===== config.mk =====
export PLATFORM = sky130hd
export DESIGN_NAME = encoder
export DESIGN_NICKNAME = d
export VERILOG_FILES = /design/src/rtl/encoder.sv
export SDC_FILE = /design/constraint.sdc
export NUM_CORES = 1
export LEC_CHECK = 0
export BUFFER_PORTS_ARGS = -buffer_cell sky130_fd_sc_hd__buf_2
export CAP_MARGIN = 40
export CORE_UTILIZATION = 47
export DETAILED_ROUTE_END_ITERATION = 10
export PLACE_DENSITY = 0.84
export SYNTH_ARGS = -nofsm -noshare
export SYNTH_HDL_FRONTEND = slang
export SYNTH_SLANG_ARGS = --single-unit
export TNS_END_PERCENT = 30

===== constraint.sdc =====
create_clock -name clk -period 1.8 [get_ports clk]
set_clock_uncertainty 0.2 [all_clocks]
set_input_delay 0.09 -clock clk [delete_from_list [all_inputs] [get_ports clk]]
set_output_delay 0.09 -clock clk [all_outputs]
set_load 0.02 [all_outputs]

===== src/rtl/encoder.sv =====
// One-hot to binary encoder with error flag and saturating error count; 1-cycle latency, 2-entry output queue.
// din_rdy is registered (low only when the queue is full) so downstream stalls never drop data or form a ready path.

module encoder_fifo #(
    parameter int W     = 8,
    parameter int DEPTH = 2
) (
    input  logic         clk,
    input  logic         rst,
    input  logic         in_vld,
    output logic         in_rdy,
    input  logic [W-1:0] in_dat,
    output logic         out_vld,
    input  logic         out_rdy,
    output logic [W-1:0] out_dat
);
    localparam int AW = (DEPTH > 1) ? $clog2(DEPTH) : 1;
    localparam int CW = $clog2(DEPTH + 1);

    logic [W-1:0]  mem [DEPTH];
    logic [AW-1:0] wr_ptr;
    logic [AW-1:0] rd_ptr;
    logic [CW-1:0] cnt;
    logic [CW-1:0] cnt_nxt;
    logic          push;
    logic          pop;

    function automatic logic [AW-1:0] ptr_inc(input logic [AW-1:0] p);
        return (p == AW'(DEPTH - 1)) ? '0 : p + 1'b1;
    endfunction

    assign push = in_vld & in_rdy;
    assign pop  = out_vld & out_rdy;

    always_comb begin
        cnt_nxt = cnt;
        case ({push, pop})
            2'b10:   cnt_nxt = cnt + 1'b1;
            2'b01:   cnt_nxt = cnt - 1'b1;
            default: cnt_nxt = cnt;
        endcase
    end

    // Ready is registered from the next count, so it never depends on out_rdy in the same cycle.
    always_ff @(posedge clk or negedge rst) begin
        if (!rst) begin
            cnt    <= '0;
            wr_ptr <= '0;
            rd_ptr <= '0;
            in_rdy <= 1'b1;
        end else begin
            cnt    <= cnt_nxt;
            in_rdy <= (cnt_nxt < CW'(DEPTH));
            if (push) wr_ptr <= ptr_inc(wr_ptr);
            if (pop)  rd_ptr <= ptr_inc(rd_ptr);
        end
    end

    always_ff @(posedge clk) begin
        if (push) mem[wr_ptr] <= in_dat;
    end

    assign out_vld = (cnt != '0);
    assign out_dat = out_vld ? mem[rd_ptr] : '0;
endmodule

module encoder #(
    parameter int DIN_WIDTH    = 16,
    parameter int DOUT_WIDTH   = $clog2(DIN_WIDTH),
    parameter bit PRIORITY_LSB = 1'b1,
    parameter int CNT_WIDTH    = 8
) (
    input  logic                  clk,
    input  logic                  rst,
    input  logic [DIN_WIDTH-1:0]  din,
    input  logic                  din_v,
    output logic                  din_rdy,
    output logic [DOUT_WIDTH-1:0] dout,
    output logic                  dout_err,
    output logic                  dout_v,
    input  logic                  dout_rdy,
    input  logic                  clr_cnt,
    output logic [CNT_WIDTH-1:0]  err_cnt
);
    typedef struct packed {
        logic [DOUT_WIDTH-1:0] idx;
        logic                  err;
    } res_t;

    res_t enc_res;
    res_t head_res;
    logic zero_hot;
    logic multi_hot;
    logic push;

    assign zero_hot  = (din == '0);
    assign multi_hot = |(din & (din - DIN_WIDTH'(1)));

    // The scan direction decides which set bit wins on multi-hot input: the last match overwrites.
    always_comb begin
        enc_res.idx = '0;
        enc_res.err = zero_hot | multi_hot;
        if (PRIORITY_LSB) begin
            for (int i = DIN_WIDTH - 1; i >= 0; i--) begin
                if (din[i]) enc_res.idx = DOUT_WIDTH'(i);
            end
        end else begin
            for (int i = 0; i < DIN_WIDTH; i++) begin
                if (din[i]) enc_res.idx = DOUT_WIDTH'(i);
            end
        end
    end

    encoder_fifo #(
        .W     ($bits(res_t)),
        .DEPTH (2)
    ) u_q (
        .clk     (clk),
        .rst     (rst),
        .in_vld  (din_v),
        .in_rdy  (din_rdy),
        .in_dat  (enc_res),
        .out_vld (dout_v),
        .out_rdy (dout_rdy),
        .out_dat (head_res)
    );

    assign dout     = head_res.idx;
    assign dout_err = head_res.err;
    assign push     = din_v & din_rdy;

    // Clear takes precedence over a coincident erroring push.
    always_ff @(posedge clk or negedge rst) begin
        if (!rst) begin
            err_cnt <= '0;
        end else if (clr_cnt) begin
            err_cnt <= '0;
        end else if (push && enc_res.err && (err_cnt != '1)) begin
            err_cnt <= err_cnt + 1'b1;
        end
    end
endmodule


==> key figures <==
Critical path
  • Critical path cell sequence: buf_6 > or4_4 > maj3_2 > nor3_2 > a2bb2oi_2 > a211oi_4 > buf_6 > a21bo_1 > a21oi_2
  • CP max stage delay: between 0.5 and 0.6 ns
  • Slowest cell on crit path: or4_4
  • Critical path's top delay family: simple AND/OR/NAND/NOR gates
  • Type of origin of the critical path: primary input
  • Nature of the critical path endpoint: flop
  • Kind of critical path: primary input to flop
  • Combined buffer and inverter count along the critical path: 2
  • CP most frequent cell: buf_6
  • Data required time of the critical path: 1.86 ns
  • Crit path max fanout: 6
  • Signal arrival time at the worst endpoint: about 2.0 ns

Synthesis
  • Average cell area after synthesis: 10.36 µm²
  • Top cell type's share of synthesized area: 21.96%
  • EDFF count, synth: 10
  • Leading post-synthesis cells by cell area: dfrtp_1 (22%), edfxtp_1 (22%), nor2_1 (5.2%)
  • Syn_nets: between 150 and 200
  • Cells after Synth: approximately 130
  • Largest area contributor in the synthesized netlist: dfrtp_1
  • Most numerous cell in the Yosys netlist: nor2_1
  • Netlist cell types: 41
  • Cell types with the highest counts after synthesis: nor2_1 (19), dfrtp_1 (12), edfxtp_1 (10)
  • Fraction of the yosys area taken by sequential cells: between 40% and 50%
  • Total of flip-flops plus latches after synthesis: 23
  • Netlist Area Pre-Place: approximately 1400 µm²
  • Count of warnings emitted by yosys: 0
  • Flip-flop cell with the highest count after synthesis: dfrtp_1
  • Async set or reset register ratio after synthesis: a little under three fifths

Timing
  • Fin. Hold Viols: 0
  • Peak clock frequency supported by timing: approximately 500 MHz
  • Slew of the pin with the lowest slew margin: roughly 0.48 ns
  • Share of the clock period used by the worst path: 108.3%
  • Number of setup violations in the final report: 8
  • Headroom to the max-slew limit: 67.65%
  • Post-route worst setup slack: -0.1491 ns
  • Slew Viols, Final: 0
  • RSZ-0062 raised after global routing: yes
  • Total negative slack: -0.9537 ns
  • Period minus WS final: between 1.5 and 2 ns

Placed design
  • Number of input and output port buffers inserted: 35
  • Routability Congestion: between 0.7 and 0.8
  • Post-DP HPWL: around 2600 µm
  • Cell area reported after detailed placement: ~1800 µm²
  • Dpl cells: roughly 230

Routing
  • Number of DRC markers after the initial detailed-route iteration: 54
  • DRC violations left: 0
  • Detail-routed net length per standard cell: roughly 17 µm
  • Via density per instance: 5.798
  • DR vias: about 1400
  • First-pass iteration count of the detailed router: 5
  • Overall routed net length: 4022 µm
  • Final ANT Viol Nets: 0

Final layout
  • Multi-input logic area: just under 800 µm²
  • Layout area overhead: 50.78%
  • Number of diodes added for antenna fixing: 0
  • Final net count: between 200 and 250
  • Total of fill cells in the finished design: 180
  • Layout cells sized above 1: between 40% and 50%
  • Final Instance Count excl. Fillers: around 240
  • Final Instance Area: roughly 2100 µm²
  • Storage cell area: 626.9 µm²

Clock tree
  • Clk sinks: 23
  • CTS tree: built
  • Number of CTS-inserted buffers: 3
  • Worst-case clock buffer depth: 2
  • Clk Latency, worst-skew pair: 0.33 ns
  • Clock transition time at the flip-flop clock pins of the worst setup and hold paths: 0.14 ns
  • Clock tree root driver cell: clkbuf_4
  • Number of H-tree levels: 1

Power and ir drop
  • Highest ir drop seen on vdd: 0.9321 mV
  • Power per cell area: slightly below 900 nW/µm²
  • Static power due to leakage: 0.9574 nW

GRT
  • Final global-route overflow total: 0
  • Wire length of the first global-routing pass: approximately 6000 µm
  • Number of global-route vias before repair: around 1300
  • Maximum number of pins on one net before global-route repair: 14
  • Total routing resource utilization after global routing: 24.43%
  • Antenna violations before repair: 0

Floorplanning
  • Vertical die dimension: 55.94 µm
  • Horizontal extent of the die: between 50 and 60 µm
  • Count of boundary I/O pins: 36
  • Starting density of the core: about half
  • Placeable core area: ~2800 µm²
  • DIE AREA: 3129 µm²
  • Total number of placement rows: 19

Worst hold path
  • Hold/Removal Path Class: primary input to flop

Run status
  • Run status: complete, but fails checks
  • Violated checks: negative setup slack

Run
  • Max-cap violations: 0
through the flow:
step | utilization [%] | hold slack [ns] | worst slack (ns) | total power [W]
final | 74.77 | 0.01699 | -0.1491 | 0.001844
after global routing | 74.77 | 0.01963 | -0.2097 | 0.001943
after CTS | 72.55 | 0.01044 | -0.1457 | 0.001786
after detailed placement | 66.52 | -0.1960 | -0.5611 | 0.001524
after global placement | 66.52 | -0.2161 | -0.5036 | 0.001491
after floorplan | - | -0.4056 | -0.3968 | 0.001230
cell type report:
type | count | share of cell area [%]
Sequential cell | 23 | 30.40
Tap cell | 31 | 1.881
Clock inverter | 1 | 0.2427
Inverter | 6 | 1.092
Timing Repair Buffer | 78 | 26.82
Multi-Input combinational cell | 101 | 38.47
Clock buffer | 3 | 1.092
where the power goes:
group / leakage [nW] / internal [W] / total (W) / switching [W]
combinational: 0.680 / 0.000365 / 0.000816 / 0.000451
sequential: 0.260 / 0.000678 / 0.000771 / 0.0000927
clock: 0.0177 / 0.0000835 / 0.000256 / 0.000173
total: 0.957 / 0.00113 / 0.00184 / 0.000716
tightest hold or removal path, cell delays in order:
cell     delay [ns]
buf_6          0.08
or4_4          0.16
a21oi_1        0.06
layer usage:
| layer | wire length, µm | share of wire (%) | vias up | GRT usage [%] |
|---|---|---|---|---|
| met4 | 143 | 3.6 | 0 | 9.059 |
| met3 | 154 | 3.8 | 19 | 2.558 |
| met5 | 0 | 0 | - | 0 |
| met1 | 1640 | 41 | 671 | 30.25 |
| li1 | - | - | 655 | - |
| met2 | 2083 | 52 | 64 | 44.06 |
cells in the final DEF, fill, tap and decap left out, drive strengths merged, types with 3 or more instances in the layout:
master,count
dfrtp,12
xnor2,4
nor4,3
nand4,5
clkbuf,3
mux2i,6
dlygate4sd3,6
inv,6
and3,4
nor2b,5
a21oi,8
nand2,4
edfxtp,10
nor3,7
o21bai,3
mux2,4
buf,72
nor2,19
a211oi,3
final timing paths:
check                           start             to  slack, ns  cells after the start
min in group asynchronous         rst     u_q.in_rdy       0.05                      2
max reg2reg                err_cnt[0]     err_cnt[4]      -0.09                      6
max                            din[1]     err_cnt[7]      -0.15                      9
min                            din[1]  u_q.mem[0][3]       0.02                      3
max in group asynchronous         rst     u_q.cnt[0]       0.49                      3
min reg2reg                u_q.cnt[1]     u_q.cnt[1]       0.32                      1
registers in the layout (all words and copies together), names as in the netlist:
name / flops
u_q.wr_ptr: 1
u_q.in_rdy: 1
u_q.rd_ptr: 1
err_cnt: 8
u_q.cnt: 2
u_q.mem: 10
logic make-up (layout without fill, tap and decap cells):
logic type	count (synthesis)	count (layout)	share of synthesized area (%)
adder cells (fa/ha/maj)	4	4	3.293
XOR/XNOR	6	6	3.843
buffers and inverters	8	88	2.196
AO/OA/AOI/OAI	26	26	15.37
flip-flops	23	23	45.84
AND/OR/NAND/NOR	55	55	21.77
multiplexers	10	10	7.685
repair_timing:
| action | in CTS | in global routing |
|---|---|---|
| resized for setup | 11 | 10 |
| hold buffers | 6 | 0 |
| buffers inserted | 2 | 2 |
| setup endpoints to repair | 8 | 11 |
| pin swaps | 13 | 8 |
| hold endpoints to repair | 19 | 0 |
Power figures use the tool's default switching activity.
